[config.mk]
export PLATFORM = sky130hd
export DESIGN_NAME = seq_detect_mealy
export DESIGN_NICKNAME = d
export VERILOG_FILES = /design/src/rtl/seq_detect_pkg.sv /design/src/rtl/seq_next_state.sv /design/src/rtl/seq_detect_mealy.sv
export SDC_FILE = /design/constraint.sdc
export NUM_CORES = 1
export LEC_CHECK = 0
export CAP_MARGIN = 20
export CORE_MARGIN = 1
export CORE_UTILIZATION = 40
export CTS_BUF_LIST = sky130_fd_sc_hd__clkbuf_16
export DETAILED_ROUTE_END_ITERATION = 8
export SYNTH_ARGS = -nofsm -noshare
export SYNTH_HDL_FRONTEND = slang
export SYNTH_SLANG_ARGS = --single-unit
[constraint.sdc]
create_clock -name clk_125M -period 5 [get_ports clk_125M]
set_input_delay 0.5 -clock clk_125M [delete_from_list [all_inputs] [get_ports clk_125M]]
set_output_delay 0.5 -clock clk_125M [all_outputs]
set_load 0.005 [all_outputs]
[src/rtl/seq_detect_pkg.sv]
// Shared defaults and the prefix/suffix comparison used by the programmable
// Mealy sequence detector.
package seq_detect_pkg;

    localparam int         PAT_W_DEF       = 8;
    localparam int         CNT_W_DEF       = 8;
    localparam int         MAX_PAT_W       = 32;
    localparam logic [7:0] RST_PATTERN_DEF = 8'b0001_1011;
    localparam int         RST_LEN_DEF     = 5;
    localparam logic       RST_OVERLAP_DEF = 1'b1;

    typedef enum logic {
        OVL_RESTART = 1'b0,
        OVL_OVERLAP = 1'b1
    } overlap_mode_e;

    // True when the first k received-order pattern bits equal the last k history
    // bits (hist[0] newest). Shifting the pattern down by len-k lines its head up
    // with hist[k-1:0]; callers guarantee k <= len.
    function automatic logic prefix_match(
        input logic [MAX_PAT_W-1:0] pattern,
        input int                   len,
        input logic [MAX_PAT_W-1:0] hist,
        input int                   k
    );
        logic [MAX_PAT_W-1:0] head_s;
        logic [MAX_PAT_W-1:0] mask_s;
        head_s = pattern >> (len - k);
        mask_s = ~({MAX_PAT_W{1'b1}} << k);
        return (((head_s ^ hist) & mask_s) == {MAX_PAT_W{1'b0}});
    endfunction

endpackage

[src/rtl/seq_next_state.sv]
// Combinational next-state search: longest pattern prefix that is a suffix of
// the history including the incoming bit, plus the overlap fallback state.
module seq_next_state
    import seq_detect_pkg::*;
#(
    parameter int PAT_W = PAT_W_DEF,
    parameter int LEN_W = $clog2(PAT_W + 1)
) (
    input  logic [PAT_W-1:0] pattern,
    input  logic [LEN_W-1:0] len,
    input  logic [LEN_W-1:0] state,
    input  logic [PAT_W-1:0] hist,
    input  logic             bit_in,
    output logic [LEN_W-1:0] next_k,
    output logic             match,
    output logic [LEN_W-1:0] fail_k
);

    logic [MAX_PAT_W-1:0] pat_ext_s;
    logic [MAX_PAT_W-1:0] hist_ext_s;
    logic                 hit_s;
    int                   len_s;
    int                   bound_s;

    // Unrolled search over every candidate length; later (longer) hits override.
    always_comb begin
        pat_ext_s  = MAX_PAT_W'(pattern);
        hist_ext_s = MAX_PAT_W'({hist[PAT_W-2:0], bit_in});
        len_s      = int'(len);
        bound_s    = ((int'(state) + 1) < len_s) ? (int'(state) + 1) : len_s;
        hit_s      = 1'b0;
        next_k     = {LEN_W{1'b0}};
        fail_k     = {LEN_W{1'b0}};
        for (int k = 1; k <= PAT_W; k++) begin
            hit_s  = prefix_match(pat_ext_s, len_s, hist_ext_s, k) && (k <= bound_s);
            next_k = hit_s ? LEN_W'(k) : next_k;
            fail_k = (hit_s && (k < len_s)) ? LEN_W'(k) : fail_k;
        end
        match = (int'(next_k) == len_s);
    end

endmodule

[src/rtl/seq_detect_mealy.sv]
// Runtime-programmable Mealy sequence detector with saturating match counter;
// reset configuration reproduces the legacy overlapping 11011 detector.
module seq_detect_mealy
    import seq_detect_pkg::*;
#(
    parameter int               PAT_W       = PAT_W_DEF,
    parameter int               LEN_W       = $clog2(PAT_W + 1),
    parameter int               CNT_W       = CNT_W_DEF,
    parameter logic [PAT_W-1:0] RST_PATTERN = PAT_W'(RST_PATTERN_DEF),
    parameter int               RST_LEN     = RST_LEN_DEF,
    parameter logic             RST_OVERLAP = RST_OVERLAP_DEF
) (
    input  logic             clk_125M,
    input  logic             clear_n,
    input  logic             cfg_load,
    input  logic [PAT_W-1:0] cfg_pattern,
    input  logic [LEN_W-1:0] cfg_len,
    input  logic             cfg_overlap,
    input  logic             bit_valid,
    input  logic             bit_in,
    output logic             out,
    output logic [LEN_W-1:0] present_state,
    output logic [CNT_W-1:0] match_cnt,
    output logic             cfg_err
);

    logic [PAT_W-1:0] pattern_r;
    logic [LEN_W-1:0] len_r;
    overlap_mode_e    overlap_r;
    logic [PAT_W-1:0] hist_r;
    logic [LEN_W-1:0] state_r;
    logic [CNT_W-1:0] match_cnt_r;
    logic             cfg_err_r;

    logic [LEN_W-1:0] next_k_s;
    logic [LEN_W-1:0] fail_k_s;
    logic             match_s;
    logic             cfg_legal_s;
    logic             cnt_full_s;

    assign cfg_legal_s = (cfg_len != {LEN_W{1'b0}}) && (int'(cfg_len) <= PAT_W);
    assign cnt_full_s  = (match_cnt_r == {CNT_W{1'b1}});

    seq_next_state #(
        .PAT_W (PAT_W),
        .LEN_W (LEN_W)
    ) u_next (
        .pattern (pattern_r),
        .len     (len_r),
        .state   (state_r),
        .hist    (hist_r),
        .bit_in  (bit_in),
        .next_k  (next_k_s),
        .match   (match_s),
        .fail_k  (fail_k_s)
    );

    // clear_n gating keeps the flag low while reset is asserted, whatever the inputs.
    assign out = clear_n & bit_valid & match_s & ~cfg_load;

    // Configuration, history, state and counter; a load takes priority over a bit.
    always_ff @(posedge clk_125M or negedge clear_n) begin
        if (!clear_n) begin
            pattern_r   <= RST_PATTERN;
            len_r       <= LEN_W'(RST_LEN);
            overlap_r   <= overlap_mode_e'(RST_OVERLAP);
            hist_r      <= {PAT_W{1'b0}};
            state_r     <= {LEN_W{1'b0}};
            match_cnt_r <= {CNT_W{1'b0}};
            cfg_err_r   <= 1'b0;
        end else if (cfg_load) begin
            if (cfg_legal_s) begin
                pattern_r   <= cfg_pattern;
                len_r       <= cfg_len;
                overlap_r   <= overlap_mode_e'(cfg_overlap);
                hist_r      <= {PAT_W{1'b0}};
                state_r     <= {LEN_W{1'b0}};
                match_cnt_r <= {CNT_W{1'b0}};
                cfg_err_r   <= 1'b0;
            end else begin
                cfg_err_r   <= 1'b1;
            end
        end else if (bit_valid) begin
            hist_r <= {hist_r[PAT_W-2:0], bit_in};
            if (match_s) begin
                state_r <= (overlap_r == OVL_OVERLAP) ? fail_k_s : {LEN_W{1'b0}};
                if (!cnt_full_s) begin
                    match_cnt_r <= match_cnt_r + CNT_W'(1'b1);
                end
            end else begin
                state_r <= next_k_s;
            end
        end
    end

    assign present_state = state_r;
    assign match_cnt     = match_cnt_r;
    assign cfg_err       = cfg_err_r;

endmodule

==> flow_summary.json <==
{
  "first_iter_violations": 245,
  "ys_seq_area_share_pct": 17.53,
  "synth_compound_area_share_pct": 21.42,
  "rsz0062_at_grt": "no",
  "synth-async-reset-ratio_pct": 100.0,
  "grt_pass1_wl_mm": 24.29,
  "synth_commonest_cells": "nand2_1 (87), nor2_1 (33), clkbuf_1 (27)",
  "cts.sinks": 33,
  "maxCapViolCount": 0,
  "combPwrFrac_pct": 70.5,
  "fp.dieArea_sq_um": 12340,
  "ys_seq_elements": 33,
  "die_h_microns": 111.1,
  "yosys-top-cells-area": "dfrtp_1 (14%), mux4_2 (7.6%), nand2_1 (6.9%), mux2i_1 (5.5%), ha_1 (5.3%)",
  "cp.buffers_inverters": 2,
  "clock_latency_ns": 0.28,
  "synth_top_family_by_area": "simple AND/OR/NAND/NOR gates",
  "clock.fmax_ghz": 0.2221,
  "cpMostUsedCell": "and3_1",
  "synthAdderAreaFrac_pct": 5.258,
  "drcViolationCount": 0,
  "p_leak_nw": 2.171,
  "diodes": 0,
  "grt-ovfl-total": 0,
  "first_global_vias": 4668,
  "antenna_found_initial": 0,
  "cp_cell_sequence": "inv_2 -> ha_4 -> mux2_1 -> mux4_2 -> nor4_4 -> a21oi_2 -> a2111oi_4 -> nand2_2 -> a311oi_2 -> nor2_1 -> xnor2_2 -> and3_1 -> and3_1 -> dlymetal6s2s_1",
  "gp_congestion": 0.8598,
  "syn_avg_cell_area_sq_um": 8.081,
  "setup_viol": 0,
  "netSwitchingPower_mw": 1.161,
  "synthCells": 589,
  "p_seq_share_pct": 15.9,
  "ant_nets": 0,
  "yosysMostFrequentCell": "nand2_1",
  "syn_nets": 627,
  "hold_class": "reg2reg",
  "crit_arrival_ns": 4.00,
  "coreArea_sq_um": 11520,
  "finalCritPeriodShare_pct": 90.07,
  "synth_mux_area_share_pct": 16.90,
  "final_layout_size_suffix_gt1_share_pct": 19.25,
  "swShare_pct": 45.96,
  "syn_to_final_growth_pct": 17.24,
  "synth_edf_count": 0,
  "cellPowerDensity_nw_per_um2": 452.7,
  "path_clk_slew_ns": 0.06,
  "fillers": 1117,
  "tns_ns": 0,
  "avgRoutedWirePerCell_microns": 19.68,
  "dpl.hpwl_mm": 11.05,
  "rows": 39,
  "yosysTopAreaCell": "dfrtp_1",
  "synthXorXnorAreaFrac_pct": 5.652,
  "critPathSlowestCell": "dfstp_2",
  "hold_buffers": 0,
  "start_kind": "register",
  "ys.flop_type": "dfrtp_1",
  "cts_tree": "done",
  "hold_slack_ns": 0.4794,
  "hold_viol_final": 0,
  "die_w_microns": 111.1,
  "critPathMaxFanout": 6,
  "wl_mm": 14.88,
  "synthesis.area_sq_um": 4760,
  "critPathRequiredTime_ns": 4.50,
  "initial_core_util_pct": 41.33,
  "cpLargestDelayFamily": "multiplexers",
  "numCtsBuffers": 5,
  "worst_slew_margin_rel_pct": 55.87,
  "slew_violations": 0,
  "worst_pin_slew_ns": 0.6620,
  "yosysUniqueCellTypes": 86,
  "cts_buffer_depth": 2,
  "vias_per_cell": 6.221,
  "status": "completed",
  "worst_clock_skew_ns": 0.007314,
  "cts-root-buf": "clkbuf_16",
  "gr-usage-all-layers_pct": 24.46,
  "synth_top_area_share_pct": 13.67,
  "clock_power_share_pct": 13.6,
  "slowest_delay_ns": 0.56,
  "cts.htree.levels": 2,
  "path_class": "reg2out",
  "power.ir.vdd_worst_mv": 0.2462,
  "internal_power_mw": 1.365,
  "yosys.area_share.simple_pct": 27.23,
  "grt_max_degree": 47,
  "dr.pass1.iters": 5,
  "finalCoreUtilization_pct": 48.46,
  "vias": 4703,
  "cp-end-kind": "output pin",
  "finalWorstPathRequiredPeriod_ns": 4.503,
  "yosysWarnings": 0,
  "io_pins": 32,
  "nets": 650,
  "io_buffer_count": 31
}
==> path summary, 6_finish.rpt <==
path	start	end	slack [ns]	depth (start not counted)
hold / removal	overlap_r	overlap_r	0.48	2
min in group asynchronous	clear_n	pattern_r[7]	0.63	2
setup reg to reg	len_r[0]	match_cnt[7]	0.80	14
setup / recovery	len_r[0]	out	0.50	14
max in group asynchronous	clear_n	len_r[2]	4.03	2
hold reg to reg	overlap_r	overlap_r	0.48	2
==> cells in the final DEF, fill, tap and decap left out, drive strengths merged, types with 11 or more instances in the layout <==
cell           count
dfrtp             26
o21ai             26
mux2i             26
inv               12
ha                20
clkdlybuf4s50     30
nor4              11
nor3              16
mux4              16
mux2              16
nand2             87
buf               35
nor2              33
nand3             20
nand2b            16
a21oi             25
xnor2             22
==> timing repair <==
action,4_1_cts,5_1_grt
buffers inserted,0,5
resized for setup,5,26
pin swaps,0,13
setup endpoints to repair,1,1
==> worst register-to-register path: cells and delay by family (launching register included) <==
| kind | cells | cell delay (ns) |
|---|---|---|
| xor+xnor | 1 | 0.22 |
| simple gates | 5 | 1.12 |
| flops | 1 | 0.56 |
| buf+inv | 1 | 0.06 |
| compound gates | 4 | 0.97 |
| fa+ha+maj | 1 | 0.31 |
| mux | 2 | 0.89 |
==> per-layer routing <==
layer / routed length, microns / up-vias / part of all wire (%) / global-route usage (%)
li1: - / 2257 / - / -
met1: 6774 / 2291 / 46 / 32.57
met2: 7161 / 131 / 48 / 42.26
met3: 638 / 24 / 4.3 / 2.460
met4: 300 / 0 / 2.0 / 6.396
met5: 0 / - / 0 / 0
==> cells by family (layout without fill, tap and decap cells) <==
group	count (synthesis)	count (layout)
compound gates	141	141
xor+xnor	29	29
fa+ha+maj	20	20
buf+inv	61	85
flops	33	33
mux	58	58
simple gates	247	247
==> area by class of cell <==
| class | instances | area [sq um] | area share, % |
|---|---|---|---|
| Sequential cell | 33 | 835.8 | 14.98 |
| Inverter | 11 | 41.29 | 0.7399 |
| Clock buffer | 5 | 125.1 | 2.242 |
| Clock inverter | 3 | 37.54 | 0.6726 |
| Multi-Input combinational cell | 495 | 3770 | 67.56 |
| Tap cell | 143 | 178.9 | 3.206 |
| Timing Repair Buffer | 66 | 591.8 | 10.61 |
==> per-stage QoR <==
stage                     cells  total power, mW  setup WS [ns]  instance area [sq um]
after floorplan             589            1.592        0.05286                   4760
after global placement      743            2.014         0.2987                   5243
after detailed placement    743            2.032         0.2821                   5243
after CTS                   751            2.425        0.02675                   5425
after global routing        756            2.699         0.3495                   5580
final                       756            2.526         0.4965                   5580
==> state kept, by name, indices dropped and copies added, names as in the netlist <==
register,count
pattern_r,8
len_r,4
cfg_err,1
present_state,4
overlap_r,1
hist_r,7
match_cnt,8
==> power by group through the flow <==
stage	Clock, mW	Sequential [mW]	Combinational, mW
floorplan	0	0.355	1.24
detailed placement	0	0.404	1.63
global route	0.362	0.411	1.93
CTS	0.353	0.400	1.67
global placement	0	0.401	1.61
finish	0.344	0.403	1.78
Note: power is estimated with default switching activity, not from simulation.
